<file path="config.mk">
export PLATFORM = sky130hd
export DESIGN_NAME = biport_link_arbiter
export DESIGN_NICKNAME = d
export VERILOG_FILES = /design/src/rtl/biport_link_arbiter_pkg.sv /design/src/rtl/biport_link_arbiter.sv
export SDC_FILE = /design/constraint.sdc
export NUM_CORES = 1
export LEC_CHECK = 0
export CELL_PAD_IN_SITES_DETAIL_PLACEMENT = 0
export CELL_PAD_IN_SITES_GLOBAL_PLACEMENT = 2
export CORE_MARGIN = 2
export CORE_UTILIZATION = 25
export CTS_CLUSTER_SIZE = 30
export DETAILED_ROUTE_END_ITERATION = 8
export GPL_ROUTABILITY_DRIVEN = 0
export HOLD_SLACK_MARGIN = 0.1
export PLACE_DENSITY_LB_ADDON = 0.1
export SETUP_SLACK_MARGIN = 0.02
export SLEW_MARGIN = 20
export SYNTH_ARGS = -nofsm -noshare
export SYNTH_HDL_FRONTEND = slang
export SYNTH_SLANG_ARGS = --single-unit
export TNS_END_PERCENT = 50
</file>
<file path="constraint.sdc">
create_clock -name clk -period 2 [get_ports clk]
set_input_delay 0.6 -clock clk [delete_from_list [all_inputs] [get_ports clk]]
set_output_delay 0.6 -clock clk [all_outputs]
set_load 0.02 [all_outputs]
</file>
<file path="src/rtl/biport_link_arbiter_pkg.sv">
// Shared encodings for the half-duplex link arbiter: FSM states, owner ids and
// the round-robin pick used both from IDLE and at the end of a turnaround.
package biport_link_arbiter_pkg;

    localparam logic [1:0] ST_IDLE = 2'd0;
    localparam logic [1:0] ST_OWN1 = 2'd1;
    localparam logic [1:0] ST_OWN2 = 2'd2;
    localparam logic [1:0] ST_TURN = 2'd3;

    localparam logic OWNER_1 = 1'b0;
    localparam logic OWNER_2 = 1'b1;

    // On a tie the side that did not own the link most recently wins.
    function automatic logic [1:0] arb_pick(
        input logic req1,
        input logic req2,
        input logic last_owner
    );
        if (req1 && req2) begin
            return (last_owner == OWNER_1) ? ST_OWN2 : ST_OWN1;
        end else if (req1) begin
            return ST_OWN1;
        end else if (req2) begin
            return ST_OWN2;
        end
        return ST_IDLE;
    endfunction

endpackage

</file>
<file path="src/rtl/biport_link_arbiter.sv">
// Round-robin ownership controller for a shared half-duplex link: grants one
// side at a time, inserts turnaround gaps and forwards words to the far side.
module biport_link_arbiter
    import biport_link_arbiter_pkg::*;
#(
    parameter int WIDTH      = 8,
    parameter int TURNAROUND = 2,
    parameter int MAX_HOLD   = 16
) (
    input  logic             clk,
    input  logic             rst,
    input  logic             req1_i,
    input  logic             req2_i,
    input  logic             tx_valid1_i,
    input  logic             tx_valid2_i,
    input  logic [WIDTH-1:0] tx_data1_i,
    input  logic [WIDTH-1:0] tx_data2_i,
    output logic             gnt1_o,
    output logic             gnt2_o,
    output logic             rx_valid1_o,
    output logic             rx_valid2_o,
    output logic [WIDTH-1:0] rx_data1_o,
    output logic [WIDTH-1:0] rx_data2_o,
    output logic             data_en1_o,
    output logic             data_en2_o,
    output logic [WIDTH-1:0] data_out1_o,
    output logic [WIDTH-1:0] data_out2_o,
    input  logic [WIDTH-1:0] data_in1_i,
    input  logic [WIDTH-1:0] data_in2_i,
    output logic             busy_o
);

    localparam int HW = $clog2(MAX_HOLD + 1);
    localparam int TW = (TURNAROUND > 1) ? $clog2(TURNAROUND) : 1;
    localparam logic [HW-1:0] HOLD_MAX  = HW'(MAX_HOLD);
    localparam logic [HW-1:0] HOLD_LAST = HW'(MAX_HOLD - 1);
    localparam logic [TW-1:0] TURN_INIT = TW'(TURNAROUND - 1);

    logic [1:0]       state_q, state_d;
    logic             last_q, last_d;
    logic [HW-1:0]    hold_q, hold_d, hold_inc;
    logic [TW-1:0]    turn_q, turn_d;
    logic             accept1, accept2;

    logic             gnt1_q, gnt2_q, busy_q;
    logic [WIDTH-1:0] dout1_q, dout2_q;
    logic             new1_q, new2_q;
    logic             rxv1_q, rxv2_q;
    logic [WIDTH-1:0] rxd1_q, rxd2_q;

    assign hold_inc = (hold_q == HOLD_MAX) ? hold_q : hold_q + 1'b1;

    always_comb begin
        state_d = state_q;
        last_d  = last_q;
        hold_d  = hold_q;
        turn_d  = turn_q;
        accept1 = 1'b0;
        accept2 = 1'b0;
        case (state_q)
            ST_IDLE: state_d = arb_pick(req1_i, req2_i, last_q);
            ST_OWN1: begin
                hold_d = hold_inc;
                if (!req1_i || (hold_q == HOLD_LAST && req2_i)) begin
                    state_d = ST_TURN;
                    turn_d  = TURN_INIT;
                end else begin
                    accept1 = tx_valid1_i;
                end
            end
            ST_OWN2: begin
                hold_d = hold_inc;
                if (!req2_i || (hold_q == HOLD_LAST && req1_i)) begin
                    state_d = ST_TURN;
                    turn_d  = TURN_INIT;
                end else begin
                    accept2 = tx_valid2_i;
                end
            end
            default: begin
                // Turnaround exits straight into the next owner, no IDLE hop.
                if (turn_q == '0) begin
                    state_d = arb_pick(req1_i, req2_i, last_q);
                end else begin
                    turn_d = turn_q - 1'b1;
                end
            end
        endcase
        if (state_d == ST_OWN1 && state_q != ST_OWN1) begin
            last_d = OWNER_1;
            hold_d = '0;
        end
        if (state_d == ST_OWN2 && state_q != ST_OWN2) begin
            last_d = OWNER_2;
            hold_d = '0;
        end
    end

    always_ff @(posedge clk or posedge rst) begin
        if (rst) begin
            state_q <= ST_IDLE;
            last_q  <= OWNER_2;
            hold_q  <= '0;
            turn_q  <= '0;
            gnt1_q  <= 1'b0;
            gnt2_q  <= 1'b0;
            busy_q  <= 1'b0;
            dout1_q <= '0;
            dout2_q <= '0;
            new1_q  <= 1'b0;
            new2_q  <= 1'b0;
            rxv1_q  <= 1'b0;
            rxv2_q  <= 1'b0;
            rxd1_q  <= '0;
            rxd2_q  <= '0;
        end else begin
            state_q <= state_d;
            last_q  <= last_d;
            hold_q  <= hold_d;
            turn_q  <= turn_d;
            gnt1_q  <= (state_d == ST_OWN1);
            gnt2_q  <= (state_d == ST_OWN2);
            busy_q  <= (state_d != ST_IDLE);
            if (accept1) begin
                dout1_q <= tx_data1_i;
            end
            if (accept2) begin
                dout2_q <= tx_data2_i;
            end
            new1_q  <= accept1;
            new2_q  <= accept2;
            // The far side sees a fresh word while its driver is enabled.
            rxv2_q  <= gnt1_q & new1_q;
            rxv1_q  <= gnt2_q & new2_q;
            if (gnt1_q && new1_q) begin
                rxd2_q <= data_in2_i;
            end
            if (gnt2_q && new2_q) begin
                rxd1_q <= data_in1_i;
            end
        end
    end

    assign gnt1_o      = gnt1_q;
    assign gnt2_o      = gnt2_q;
    assign data_en1_o  = gnt1_q;
    assign data_en2_o  = gnt2_q;
    assign data_out1_o = dout1_q;
    assign data_out2_o = dout2_q;
    assign rx_valid1_o = rxv1_q;
    assign rx_valid2_o = rxv2_q;
    assign rx_data1_o  = rxd1_q;
    assign rx_data2_o  = rxd2_q;
    assign busy_o      = busy_q;

endmodule

</file>
==> metrics.md <==
| Metric | Value |
|---|---|
| Synth Area in Compound Gates | `0.0742` |
| Number of max-cap violations | `0` |
| Post-CTS Setup Repair Bufs | `0` |
| Status | `completed` |
| Setup Viol. Count Final | `0` |
| Average wire per standard cell | `about 14 um` |
| Clock skew | `6.37 ps` |
| Worst-case reg-to-reg path depth | `8` |
| Row cnt | `32` |
| Area leader, netlist | `dfrtp_1` |
| Worst Hold Class | `reg -> reg` |
| CP Data Arrival Time | `~2200 ps` |
| # DRC | `0` |
| Diodes inserted | `0` |
| Pleak | `approximately 1.5 nW` |
| Final Max Slew Viols | `0` |
| Simple-Gate Fraction of Synth Area | `0.0589` |
| Core Area | `roughly 7800 sq um` |
| Min Hold Slack | `just over 500 ps` |
| Seq/Total Area, Yosys | `0.589` |
| Adder-cell share of the synthesized area | `0.0429` |
| Post-synth net total | `around 200` |
| H-Tree Depth | `2` |
| Slew @ Worst Pin | `~400 ps` |
| Vias/cell | `about 4.3` |
| Initial antenna violation count | `0` |
| Register-to-register setup slack | `around 70 ps` |
| Share of layout cells above drive strength 1 | `0.277` |
| DP HPWL | `~3.6 mm` |
| Dominant synthesized flop cell | `dfrtp_1` |
| Critical path capture point | `hold_q[4]` |
| Root Driver | `clkbuf_8` |
| Post-Syn Area per Cell | `13.3 sq um` |
| Total wire length | `~4.8 mm` |
| Largest net degree at the start of global routing | `31` |
| Clock Path Buffers | `2` |
| Synth Warn # | `0` |
| Max_slew headroom | `0.732` |
| Yosys top cell area share | `0.576` |
| Die area | `8900 sq um` |
| Top post-synthesis cells by area | `dfrtp_1 58%, mux2_2 18%, ha_1 4.3%` |
| Async SR Flop Fraction | `1.00` |
| Largest family of logic cells by synthesized area | `multiplexers` |
| Number of synthesized register bits | `48` |
| Crit Path Class | `reg -> reg` |
| Skew-Pair Late Insertion Delay | `about 300 ps` |
| FMAX | `518 MHz` |
| Detailed-router iteration count before antenna repair | `4` |
| Die Y | `between 90 and 100 um` |
| Die width | `~94 um` |
| Mapped cell area | `between 2000 and 2500 sq um` |
| CP Max Fanout | `5` |
| Number of port buffers | `76` |
| Max IR drop VDD | `0.000661 V` |
| Grt total ovfl | `0` |
| 1st-iter DRT viols | `32` |
| RSZ-0062 raised after global routing | `true` |
| IO Pins | `77` |
| Antenna viol nets, final | `0` |
| Initial Util | `0.261` |
| CTS clock-pin slew for the worst setup and hold paths | `90 ps` |
| Hold Fails Final Rpt | `0` |
| # fillers | `782` |
| First-pass GRT wire length | `about 7.7 mm` |
| Distinct cells, synth | `30` |
| CP Launch Type | `register` |
| Element type at the critical path end | `register` |
| Synth Area in XOR/XNOR | `0.0129` |
| Post-synthesis mux area share | `0.189` |
| Setup_tns | `0 ps` |
| Sink Count | `between 40 and 50` |
| Post-layout minimum cycle time | `about 1900 ps` |
| Critical path startpoint | `hold_q[0]` |
| Routed via count | `~1500` |
| P&R area growth vs syn | `59.2%` |
| Post-synth EDFFs | `0` |
| Worst R2R End | `hold_q[4]` |
| Reg2reg start | `hold_q[0]` |
| Final Cycle Share | `0.965` |
| Num CTS Buffers | `5` |
| Critical Path RT | `2240 ps` |
| P per Cell Area | `between 1500 and 2000 nW/um^2` |
| GRT Resource Usage Total | `0.113` |
| CTS tree | `yes` |
| Synth Instances | `153` |
| Pwr Total | `5.38 mW` |
| Nets@finish | `a little under 300` |
| Number of global-route vias before repair | `1580` |
==> synth_stat cells, types with 2 or more instances <==
cell type	number
buf_4	2
nor2_1	4
mux2_2	33
dfrtp_1	47
inv_1	14
a21oi_1	5
a311oi_1	2
xnor2_1	3
nand2_1	13
a21bo_1	2
ha_1	7
and2_1	3
==> per-layer routing <==
layer / global-route usage / share of wire / vias up
met2: 0.184 / 0.47 / 57
met3: 0.0447 / 0.085 / 5
li1: - / - / 715
met1: 0.140 / 0.44 / 721
met4: 0.0290 / 0.0077 / 0
met5: 0 / 0 / -
==> power breakdown <==
part | internal, mW | total (mW) | leakage (nW) | switching [mW]
Clock | 0.492 | 0.811 | 0.0642 | 0.318
Combinational | 1.54 | 2.91 | 0.806 | 1.36
Sequential | 1.42 | 1.67 | 0.582 | 0.246
Total | 3.46 | 5.38 | 1.45 | 1.93
==> cells by family (layout without fill, tap and decap cells) <==
family | Yosys count | after routing
adders and majority gates | 7 | 7
muxes | 34 | 34
AOI/OAI and AO/OA | 19 | 19
and+or+nand+nor | 26 | 26
buffers and inverters | 16 | 112
DFF | 48 | 48
xor gates and xnor gates | 3 | 3
==> how the worst min path moves through the flow <==
| stage | from | to | cells after the start |
|---|---|---|---|
| 3_5_place_dp | data_out2_o[7] | data_out2_o[7] | 1 |
| 3_3_place_gp | data_out1_o[7] | data_out1_o[7] | 1 |
| 4_1_cts | data_out1_o[4] | data_out1_o[4] | 1 |
| 6_report | rx_data2_o[7] | rx_data2_o[7] | 1 |
| 2_1_floorplan | last_q | last_q | 2 |
| 5_1_grt | data_out1_o[4] | data_out1_o[4] | 1 |
==> cell usage in the layout, fill, tap and decap left out, types with 2 or more instances in the layout <==
cell type / synthesis / routed
buf_12: 0 / 2
and2_1: 3 / 3
bufinv_16: 0 / 2
a21oi_1: 5 / 4
xnor2_1: 3 / 3
inv_1: 14 / 13
mux2_2: 33 / 33
dlymetal6s2s_1: 0 / 2
nor2_1: 4 / 3
ha_1: 7 / 5
clkdlybuf4s50_1: 0 / 73
buf_4: 2 / 13
a21bo_1: 2 / 2
nand2_1: 13 / 13
clkbuf_8: 0 / 5
dfrtp_1: 47 / 47
==> through the flow <==
stage | std cells | setup WS [ps] | util | cell area, sq um
final | 351 | 70.1 | 0.416 | 3250
after global routing | 351 | -48.0 | 0.416 | 3250
after CTS | 351 | 23.5 | 0.410 | 3200
after detailed placement | 344 | -355 | 0.391 | 3050
after global placement | 344 | -301 | 0.391 | 3050
after floorplan | 153 | 20.1 | - | 2040
==> registers in the layout, summed over array words and instances, names as in the netlist <==
| signal | count |
|---|---|
| busy_o | 1 |
| data_en1_o | 1 |
| data_en2_o | 1 |
| data_out1_o | 8 |
| data_out2_o | 8 |
| hold_q | 5 |
| last_q | 1 |
| new1_q | 1 |
| new2_q | 1 |
| rx_data1_o | 8 |
| rx_data2_o | 8 |
| rx_valid1_o | 1 |
| rx_valid2_o | 1 |
| state_q | 2 |
| turn_q | 1 |
==> cell type report <==
class                           instances  area, sq um  area share
Clock buffer                            5         68.8      0.0212
Clock inverter                          2         60.1      0.0185
Inverter                               14         52.6      0.0162
Multi-Input combinational cell         89          836       0.257
Sequential cell                        48         1200       0.370
Tap cell                              102          128      0.0393
Timing Repair Buffer                   91          902       0.278
==> worst max-delay path: stages (launching register included) <==
cell and delay (ps):
dfrtp_1 390, ha_2 190, and3_4 180, ha_4 150, a21bo_1 190, o21ai_1 120
a32o_2 190, mux2i_4 290, o211a_1 170
==> what timing repair did <==
action | in CTS | in global routing
resized for setup | 8 | 8
endpoints found under the setup margin | 22 | 21
hold buffers | 0 | 0
pin swaps | 5 | 4
Note: power is estimated with default switching activity, not from simulation.
